<file path="src/rtl/state_enabler.sv">
// Per-channel state/sub-state match enables with level or pulse mode,
// shared hold timeout and sticky per-channel timeout flags.
module state_enabler #(
    parameter int ST_W  = 2,
    parameter int STL_W = 3,
    parameter int NCH   = 2,
    parameter int TO_W  = 8
) (
    input  logic                        clk,
    input  logic                        rst,
    input  logic [ST_W-1:0]             ST,
    input  logic [STL_W-1:0]            ST_L,
    input  logic [NCH*ST_W-1:0]         match_st,
    input  logic [NCH*(2**STL_W)-1:0]   match_mask,
    input  logic [NCH-1:0]              mode,
    input  logic [TO_W-1:0]             timeout,
    input  logic [NCH-1:0]              clr,
    output logic [NCH-1:0]              en,
    output logic [NCH-1:0]              to_flag,
    output logic                        any_en
);

    localparam int NSL = 2**STL_W;
    localparam logic [TO_W-1:0] INC  = 1;
    localparam logic [TO_W:0]   INCW = 1;

    for (genvar g = 0; g < NCH; g++) begin : g_ch
        logic [TO_W-1:0] cnt_q, cnt_d;
        logic            cond_q;
        logic            en_q, en_d;
        logic            flag_q, flag_d;
        logic [NSL-1:0]  mask;
        logic            cond;
        logic            live;
        logic            set;

        assign mask = match_mask[g*NSL +: NSL];

        always_comb begin
            cond  = (ST == match_st[g*ST_W +: ST_W]) && mask[ST_L];
            cnt_d = '0;
            if (cond) begin
                // Saturate so an all-ones timeout can never be exceeded
                cnt_d = (&cnt_q) ? cnt_q : cnt_q + INC;
            end
            live   = (timeout == '0) || (cnt_d <= timeout);
            en_d   = cond && live && (!mode[g] || !cond_q);
            set    = cond && (timeout != '0) &&
                     ({1'b0, cnt_d} == ({1'b0, timeout} + INCW));
            flag_d = set || (flag_q && !clr[g]);
        end

        always_ff @(posedge clk) begin
            if (rst) begin
                cnt_q  <= '0;
                cond_q <= 1'b0;
                en_q   <= 1'b0;
                flag_q <= 1'b0;
            end else begin
                cnt_q  <= cnt_d;
                cond_q <= cond;
                en_q   <= en_d;
                flag_q <= flag_d;
            end
        end

        assign en[g]      = en_q;
        assign to_flag[g] = flag_q;
    end

    assign any_en = |en;

endmodule

</file>
<file path="config.mk">
export PLATFORM = sky130hd
export DESIGN_NAME = state_enabler
export DESIGN_NICKNAME = d
export VERILOG_FILES = /design/src/rtl/state_enabler.sv
export SDC_FILE = /design/constraint.sdc
export NUM_CORES = 1
export LEC_CHECK = 0
export CORE_MARGIN = 1
export CORE_UTILIZATION = 50
export DETAILED_ROUTE_END_ITERATION = 8
export PLACE_DENSITY = 0.84
export SETUP_SLACK_MARGIN = 0.2
export SLEW_MARGIN = 15
export SYNTH_ARGS = -nofsm -noshare
export SYNTH_HDL_FRONTEND = slang
export SYNTH_SLANG_ARGS = --single-unit
</file>
<file path="constraint.sdc">
create_clock -name clk -period 3.31 [get_ports clk]
set_clock_uncertainty 0.1 [all_clocks]
set_input_delay 0.331 -clock clk [delete_from_list [all_inputs] [get_ports clk]]
set_output_delay 0.331 -clock clk [all_outputs]
set_load 0.1 [all_outputs]
</file>
Yosys cells after proc, flatten, opt, wreduce, memory -nomap -nowiden
Index checks and enable logic that the tools add are counted.

storage, ports and cells
  register bits = 22
  latch bits = 0
  bits in writable memories = 0
  memory bits (read-only) = 0
  output and inout bits = 5
  word-level logic and storage cells = 55
  memories = 0

operators by class
  add/sub/neg operators = 3
  $mul = 0
  div/mod/pow operators = 0
  magnitude comparators = 3
  eq/ne operators = 4
  shifts and indexed selects = 0
  multiplexer cells = 8
  bitwise gates (word level) = 0
  reductions and logical operators = 29

operators with widths
  operator                                             count
  two-way mux 8 bit                                    4
  == test 8 x 9 -> 1 bit                               2
  adder 8 x 1 -> 8 bit (second input constant)         2
  less-or-equal comparator 8 bit                       2
  AND reduction 8 bit                                  2
  logical AND 1 bit                                    12
  adder 8 x 1 -> 9 bit (second input constant)         1
  zero test 8 bit                                      1
  nonzero test 8 bit                                   1
  binary-select mux 1 bit (select 3 bit)               2
  zero test 1 bit                                      6
  logical OR 1 bit                                     6
  == test 2 bit                                        2
  < comparator 3 x 4 -> 1 bit (second input constant)  1
  two-way mux 1 bit                                    2
  OR reduction 2 bit                                   1

Depth between registers and ports, before layout
Gate-level depths: netlist of run 1.

  word-level depth = 8
  mapped depth = 13

Least setup slack after synthesis of run 1
OpenSTA, ideal clock, no wires.

  path kind = input to register
  from = input ST_L[1]
  to = register g_ch[0].en_q
  setup time = 0.117 ns
  data arrival time = 2.599 ns
  data required time = 3.093 ns
  slack = 0.494 ns
  cell stages on the path = 12
  path through = buf_6 > mux2_1 > o311ai_1 > a211o_1 > buf_2 > nor2_1 > ha_1 > a21oi_1 > a2111oi_0 > or3_1 > nand3_1 > a32o_1

on the way
  word-level cells in the longest chain between the ends = 8

ends and longest elaborated chain
  what                                     RTL line  source
  from (decl)                              12        input logic [STL_W-1:0] ST_L,
  binary-select mux 1 bit (select 3 bit)   40        cond = (ST == match_st[g*ST_W +: ST_W]) && mask[ST_L];
  two-way mux 1 bit (implied by the code)  40
  logical AND 1 bit                        40
  two-way mux 8 bit                        42        if (cond) begin
  net g_ch[0].cnt_d[1]                     28        logic [TO_W-1:0] cnt_q, cnt_d;
  less-or-equal comparator 8 bit           46        live = (timeout == '0) || (cnt_d <= timeout);
  logical OR 1 bit                         46
  logical AND 1 bit (2 in series)          47        en_d = cond && live && (!mode[g] || !cond_q);
  to (signal assigned)                     62        en_q <= en_d;
  to (decl)                                30        logic en_q, en_d;

The timed path passes the listed nets, and every way through them passes these cells. The select of a mux whose other input is x is not followed.
A chain may end at the register's enable or synchronous reset.

Worst setup path after layout of run 1
  from = input ST_L[1]
  to = register g_ch[1].en_q

on the way
  word-level cells in the longest chain between the ends = 8

ends and longest elaborated chain
  what                                     RTL line
  binary-select mux 1 bit (select 3 bit)   40
  two-way mux 1 bit (implied by the code)  40
  logical AND 1 bit                        40
  two-way mux 8 bit                        42
  net g_ch[1].cnt_d[1]                     28
  less-or-equal comparator 8 bit           46
  logical OR 1 bit                         46
  logical AND 1 bit (2 in series)          47
  to (signal assigned)                     62
  to (decl)                                30

The timed path passes the listed nets, and every way through them passes these cells. The select of a mux whose other input is x is not followed.

==> impl_metrics.py, run 1 <==
metrics = {
    "clock_tree": {
        "tritoncts_clock_tree": "built",
        "clock_root_buffer": "clkbuf_8",
        "clock_net_sink_count": 22,
        "clk_pin_slew_ns": 0.07,
        "cts.path.max_buffers": 2,
        "cts.hold.buffers_added": 0,
        "cts-resized-gates": 0,
        "clock_insertion_delay_worst_skew_ns": 0.27,
        "number_of_buffers_created_by_cts": 3,
        "clock_h_tree_levels": 1,
        "cts_post_setup_buffers_inserted": 0,
    },
    "critical_path": {
        "crit_path_start": "ST_L[1]",
        "cp.buffers_inverters": 2,
        "critPathMaxStageDelay_ns": 0.50,
        "path_max_fanout": 8,
        "wp_data_required_ns": 3.36,
        "timing.critical_path.to": "g_ch[1].en_q",
        "worst_path_dominant_cell_family": "compound AO/OA/AOI/OAI gates",
        "timing.critical_path.mode_cell": "nor3_1",
        "r2r.worst_path.cells": 11,
        "crit_type": "input pin to flip-flop",
        "slowest_stage_cell_cp": "clkdlybuf4s50_1",
        "crit_path_capture_type": "flip-flop",
        "critical_path.reg2reg.startpoint": "g_ch[1].cnt_q[1]",
        "worst-endpoint-arrival_ns": 3.01,
        "worstReg2RegEnd": "g_ch[1].en_q",
        "r2r_setup_slack_ns": 0.43,
        "depth_of_the_critical_timing_path_with_buffers_and_inverters_included": 12,
        "path_cells": "clkdlybuf4s50_1 -> buf_4 -> mux2_4 -> o311a_1 -> nand4_2 -> nor2_1 -> ha_1 -> a21oi_1 -> a2111oi_0 -> nor3_1 -> nor3_1 -> o2bb2ai_1",
        "startpoint_class": "input pin",
    },
    "grt": {
        "initial_antenna_violation_count": 0,
        "grt_first_pass_wirelength_um": 8031,
        "grt_overflow_total": 0,
        "grtUsageTotal_pct": 24.32,
        "first_global_vias": 1863,
        "grt_start_max_net_pins": 15,
    },
    "synthesis": {
        "postSynthNetCount": 307,
        "synthesis.area_per_instance_um2": 8.019,
        "synth.mux.area_fraction_pct": 6.873,
        "share_of_the_synthesized_netlist_area_taken_by_xor_and_xnor_gates_pct": 12.14,
        "synth_area_in_compound_gates_pct": 15.60,
        "number_of_unique_standard_cell_types_used_by_synthesis": 53,
        "synth_seq_cells": 22,
        "synth_top_family_by_area": "simple AND/OR/NAND/NOR gates",
        "mappedNetlistArea_mm2": 0.002021,
        "ys_dominant_reg_cell": "dfxtp_1",
        "synth_fa_ha_area_share_pct": 10.40,
        "synthCells": 252,
        "asyncSetResetFlopFracSynth_pct": 0,
        "synth_seq_area_share_pct": 21.80,
        "edff_count_synth": 0,
        "yosysWarnings": 0,
        "yosys.area_share.simple_pct": 26.13,
    },
    "hold_path": {
        "worst_hold_path_type": "flip-flop to flip-flop",
    },
    "sta": {
        "max_clock_freq_mhz": 338.3,
        "drv_slew": 0,
        "grt_setup_unrepaired": "false",
        "timing_worst_slew_pin_value_ns": 0.9624,
        "timing.final.crit_period_ns": 2.956,
        "totalNegativeSetupSlack_ns": 0,
        "final_min_period_over_clock_period_pct": 89.29,
        "timing_hold_violations_final": 0,
        "worst_slew_slack_as_a_fraction_of_its_limit_pct": 35.64,
        "setup_viol_count_final": 0,
    },
    "cells_and_area": {
        "nNetsFinal": 351,
        "non_filler_cell_area_final_mm2": 0.002534,
        "post_route_cells_drive_above_1_share_pct": 7.143,
        "insertedDiodeCount": 0,
        "area.growth.synth_to_final_pct": 25.39,
    },
    "floorplan": {
        "area_enclosed_by_the_die_boundary_mm2": 0.004299,
        "initial_core_util_pct": 53.58,
        "fp-row-count": 22,
        "fp.coreArea_mm2": 0.003771,
        "die_x_um": 65.57,
        "io-pin-count": 44,
        "die_h_um": 65.57,
    },
    "routing": {
        "drtPass1Iterations": 4,
        "vias": 1947,
        "routed_length_per_instance_um": 14.29,
        "drt-total-wl_um": 4886,
        "detail_route.iter0.violations": 89,
        "viasPerCell": 5.693,
        "detail_route.drc_violations": 0,
        "route.antenna.remaining_nets": 0,
    },
    "placed_design": {
        "io_buffers": 43,
        "placement.cell_area_mm2": 0.002489,
        "routabilityCongestion": 0.8540,
        "hpwlAfterDp_um": 4007,
    },
    "power_and_ir_drop": {
        "p_seq_share_pct": 42.9,
        "switching_share_of_power_pct": 29.31,
        "cellPowerDensity_mw_per_mm2": 250.3,
        "pwr-share-clk_pct": 26.1,
        "vdd.ir_drop.worst_uv": 137.9,
        "report.power.total_mw": 0.6343,
        "p_comb_share_pct": 31.0,
        "cell_internal_power_mw": 0.4484,
        "p_sw_mw": 0.1859,
        "power.static_leakage_nw": 1.016,
    },
    "status": {
        "outcome": "finished, final reports clean",
    },
    "job": {
        "max_cap_violations": 0,
    },
}
worst reg2reg max path, stage by stage (launching register included):
cell	delay [ns]
dfxtp_1	0.39
ha_1	0.27
and4_1	0.30
nand2b_1	0.17
mux2i_2	0.33
nor2_1	0.08
ha_1	0.29
a21oi_1	0.08
a2111oi_0	0.44
nor3_1	0.10
nor3_1	0.14
o2bb2ai_1	0.08
per-stage QoR:
| stage | setup slack [ns] | hold slack (ns) | instances | util, % |
|---|---|---|---|---|
| final | 0.3545 | 0.3662 | 342 | 67.19 |
| after global routing | 0.2090 | 0.3914 | 342 | 67.19 |
| after CTS | 0.3478 | 0.3679 | 342 | 67.09 |
| after detailed placement | 0.07205 | 0.3491 | 339 | 65.99 |
| after global placement | 0.1869 | 0.3332 | 339 | 65.99 |
| after floorplan | 0.4938 | 0.3034 | 252 | - |
synth_stat cells (all sizes together), types with 6 or more instances:
cell	n	area share [%]
mux2i	9	4.5
inv	18	3.3
xnor2	24	10
buf	9	3.3
nand3	16	4.0
and3	8	2.5
ha	16	9.9
o21ai	8	2.0
nand2b	6	2.2
dfxtp	22	22
a21oi	9	2.2
nand2	9	1.7
nor2	30	5.6
metal layers:
layer,part of all wire [%],vias up,GRT usage [%]
met2,48,72,42.27
met5,0,-,0
met1,44,882,29.01
li1,-,984,-
met3,6.4,9,3.472
met4,2.1,0,11.68
kinds of logic after synthesis:
family          after synthesis
buf+inv                      29
mux                          13
simple gates                 99
xor+xnor                     28
compound gates               44
fa+ha+maj                    17
flops                        22
layout by cell type (no fill, tap or decap), types with 5 or more instances in the layout:
master           netlist  layout
inv_1                 18      18
nor2_1                30      30
ha_1                  16      16
buf_4                  4       7
and3_1                 8       8
nand3_1               16      16
a21oi_1                9       9
xnor2_1               24      24
nand2_1                9       9
nand2b_1               5       5
mux2i_1                9       8
dfxtp_1               22      22
clkdlybuf4s50_1        0      43
nor3_1                 5       5
o21ai_0                7       7
o211ai_1               5       5
power groups by stage:
| stage | logic (mW) | clock network (mW) | registers, mW |
|---|---|---|---|
| after global placement | 0.191 | 0 | 0.278 |
| after detailed placement | 0.195 | 0 | 0.278 |
| after floorplan | 0.118 | 0 | 0.277 |
| after CTS | 0.196 | 0.168 | 0.272 |
| after global routing | 0.213 | 0.177 | 0.272 |
| final | 0.197 | 0.166 | 0.272 |
worst min path at each step:
stage / start / cells after the start / slack [ns] / to
global placement: g_ch[1].flag_q / 2 / 0.33 / g_ch[1].flag_q
CTS: g_ch[1].flag_q / 2 / 0.37 / g_ch[1].flag_q
finish: g_ch[1].flag_q / 2 / 0.37 / g_ch[1].flag_q
floorplan: rst / 1 / 0.30 / g_ch[1].cnt_q[4]
global route: g_ch[1].flag_q / 2 / 0.39 / g_ch[1].flag_q
detailed placement: g_ch[1].flag_q / 2 / 0.35 / g_ch[1].flag_q
registers in the layout, summed over array words and instances, names as in the netlist:
register / flops
g_ch.cnt_q: 16
g_ch.cond_q: 2
g_ch.en_q: 2
g_ch.flag_q: 2
cell type report:
| type | instances | area (um2) |
|---|---|---|
| Tap cell | 48 | 60.06 |
| Clock buffer | 3 | 41.29 |
| Inverter | 18 | 67.56 |
| Timing Repair Buffer | 50 | 483.0 |
| Fill cell | 305 | 1237 |
| Multi-Input combinational cell | 201 | 1441 |
| Sequential cell | 22 | 440.4 |
Note: power is estimated with default switching activity, not from simulation.
==> run 2, diff against run 1 <==
Settings changed: PLACE_DENSITY 0.84 to 0.8.
Clock period 3.31 ns to 3.05 ns, I/O delays scaled along.
==> run 2 against run 1 <==
Net effect:
- clock-buffer cell count unchanged
- critical endpoint is now g_ch[0].en_q
- hold slack better by 0.0011 ns
- highest routed layer unchanged
- setup slack lost 0.14 ns
- sequential share of layout area shrank 0.93 points
==> impl_metrics.py, run 2 (synthesized netlist as in run 1, its figures left out) <==
metrics = {
    "sta": {
        "setup_viol_count_final": 0,
        "hold-worst-slack_ns": 0.3673,
        "worst_slew_slack_as_a_fraction_of_its_limit_pct": 52.24,
        "timing.final.crit_period_ns": 2.832,
        "timing_hold_violations_final": 0,
        "timing_worst_slew_pin_value_ns": 0.7090,
        "final_min_period_over_clock_period_pct": 92.87,
        "grt_setup_unrepaired": "true",
        "max_clock_freq_mhz": 353.1,
        "drv_slew": 0,
        "totalNegativeSetupSlack_ns": 0,
    },
    "power_and_ir_drop": {
        "p_comb_share_pct": 33.5,
        "pwr-share-clk_pct": 25.5,
        "cell_internal_power_mw": 0.5012,
        "report.power.total_mw": 0.7190,
        "switching_share_of_power_pct": 30.29,
        "power.static_leakage_nw": 1.108,
        "cellPowerDensity_mw_per_mm2": 268.5,
        "p_seq_share_pct": 41.0,
        "p_sw_mw": 0.2178,
        "vdd.ir_drop.worst_uv": 232.8,
    },
    "critical_path": {
        "worstReg2RegEnd": "g_ch[0].en_q",
        "r2r.worst_path.cells": 11,
        "slowest_stage_cell_cp": "clkdlybuf4s50_1",
        "crit_type": "input pin to flip-flop",
        "crit_path_start": "ST[0]",
        "crit_path_capture_type": "flip-flop",
        "path_cells": "clkdlybuf4s50_1 -> xnor2_2 -> o311ai_4 -> a211o_1 -> nor2_2 -> ha_1 -> a21oi_2 -> a2111oi_2 -> or3_1 -> nand3_1 -> a32o_1",
        "critPathMaxStageDelay_ns": 0.48,
        "path_max_fanout": 4,
        "timing.critical_path.to": "g_ch[0].en_q",
        "wp_data_required_ns": 3.16,
        "r2r_setup_slack_ns": 0.32,
        "critical_path.reg2reg.startpoint": "g_ch[0].cnt_q[0]",
        "worst-endpoint-arrival_ns": 2.94,
        "startpoint_class": "input pin",
    },
    "floorplan": {
        "die_h_um": 65.57,
        "die_x_um": 65.57,
        "area_enclosed_by_the_die_boundary_mm2": 0.004299,
        "io-pin-count": 44,
        "fp.coreArea_mm2": 0.003771,
        "initial_core_util_pct": 53.58,
        "fp-row-count": 22,
    },
    "routing": {
        "routed_length_per_instance_um": 14.74,
        "drtPass1Iterations": 4,
        "route.antenna.remaining_nets": 0,
        "detail_route.iter0.violations": 111,
        "viasPerCell": 5.649,
        "detail_route.drc_violations": 0,
        "drt-total-wl_um": 5203,
        "vias": 1994,
    },
    "job": {
        "max_cap_violations": 0,
    },
    "cells_and_area": {
        "largest-register": "g_ch.cnt_q",
        "post_route_cells_drive_above_1_share_pct": 15.08,
        "largest_register_ffs": 16,
        "nNetsFinal": 362,
        "final_common_cell": "clkdlybuf4s50_1",
        "insertedDiodeCount": 0,
        "area.growth.synth_to_final_pct": 32.51,
        "commonest_cells_after_routing_fill_and_taps_aside": "clkdlybuf4s50_1 (37), nor2_1 (28), xnor2_1 (22), dfxtp_1 (22), buf_4 (21)",
    },
    "clock_tree": {
        "clock_net_sink_count": 22,
        "cts.path.max_buffers": 2,
        "number_of_buffers_created_by_cts": 3,
        "clock_root_buffer": "clkbuf_8",
        "clk_pin_slew_ns": 0.08,
        "clock_insertion_delay_worst_skew_ns": 0.26,
        "tritoncts_clock_tree": "built",
        "clock_h_tree_levels": 1,
    },
    "grt": {
        "first_global_vias": 1802,
        "grt_start_max_net_pins": 14,
        "grt_first_pass_wirelength_um": 8162,
        "initial_antenna_violation_count": 0,
        "grt_overflow_total": 0,
        "grtUsageTotal_pct": 24.88,
    },
    "placed_design": {
        "hpwlAfterDp_um": 4125,
        "io_buffers": 43,
        "routabilityCongestion": 0.8766,
    },
    "hold_path": {
        "worst_hold_path_type": "flip-flop to flip-flop",
    },
    "status": {
        "outcome": "finished, final reports clean",
    },
}
run 2: cell types whose count changed in the layout (fill, tap and decap cells not counted), moves of 2 or more:
cell,delta
buf_6,+2
buf_4,+14
xnor2_2,+2
clkdlybuf4s50_1,-6
a2111oi_0,-2
nor2_1,-2
xnor2_1,-2
nor2_2,+2
run 2: worst min-delay path by stage:
stage / startpoint / to / slack [ns] / cells after the start
CTS: g_ch[1].flag_q / g_ch[1].flag_q / 0.37 / 2
global route: g_ch[1].flag_q / g_ch[1].flag_q / 0.41 / 2
detailed placement: g_ch[1].flag_q / g_ch[1].flag_q / 0.35 / 2
finish: g_ch[1].flag_q / g_ch[1].flag_q / 0.37 / 2
global placement: g_ch[1].flag_q / g_ch[1].flag_q / 0.34 / 2
floorplan: rst / g_ch[1].cnt_q[4] / 0.28 / 1
run 2: worst max-delay path, delay by kind of cell:
family,cells,cell delay (ns)
buffers and inverters,1,0.48
xor gates and xnor gates,1,0.28
adders and majority gates,1,0.27
and+or+nand+nor,3,0.63
AOI/OAI and AO/OA,5,0.98
run 2: area by class of cell:
class	count	area (um2)
timing repair buffer	61	563.0
multi-input combinational	201	1505
tap	48	60.06
fill	308	1094
inverter	18	67.56
clock buffer	3	41.29
sequential	22	440.4
run 2: power by group through the flow:
stage | clock, mW | sequential (mW) | combinational, mW
after floorplan | 0 | 0.300 | 0.128
after global placement | 0 | 0.301 | 0.212
after detailed placement | 0 | 0.302 | 0.218
after CTS | 0.183 | 0.295 | 0.221
after global routing | 0.196 | 0.295 | 0.259
final | 0.183 | 0.295 | 0.241
run 2: repair_timing:
item / in CTS / in global routing
pin swaps: 1 / 8
setup endpoints to repair: 1 / 3
hold buffers: 0 / 0
gates resized for setup: 0 / 18
buffers inserted: 1 / 2
gates cloned: 0 / 0
run 2: metal layers:
layer | vias up | wire length, um | global-route usage (%)
li1 | 1007 | - | -
met4 | 0 | 34 | 6.250
met2 | 76 | 2562 | 43.56
met5 | - | 0 | 0
met3 | 4 | 346 | 3.646
met1 | 907 | 2260 | 31.61
run 2: through the flow:
step           setup slack [ns]  std cells  util [%]  instance area, um2
5_1_grt                  0.1080        353     71.00                2678
6_report                 0.2176        353     71.00                2678
4_1_cts                  0.2085        351     68.55                2585
2_1_floorplan            0.2598        252         -                2021
3_5_place_dp           -0.07068        347     67.25                2536
3_3_place_gp            0.02550        347     67.25                2536
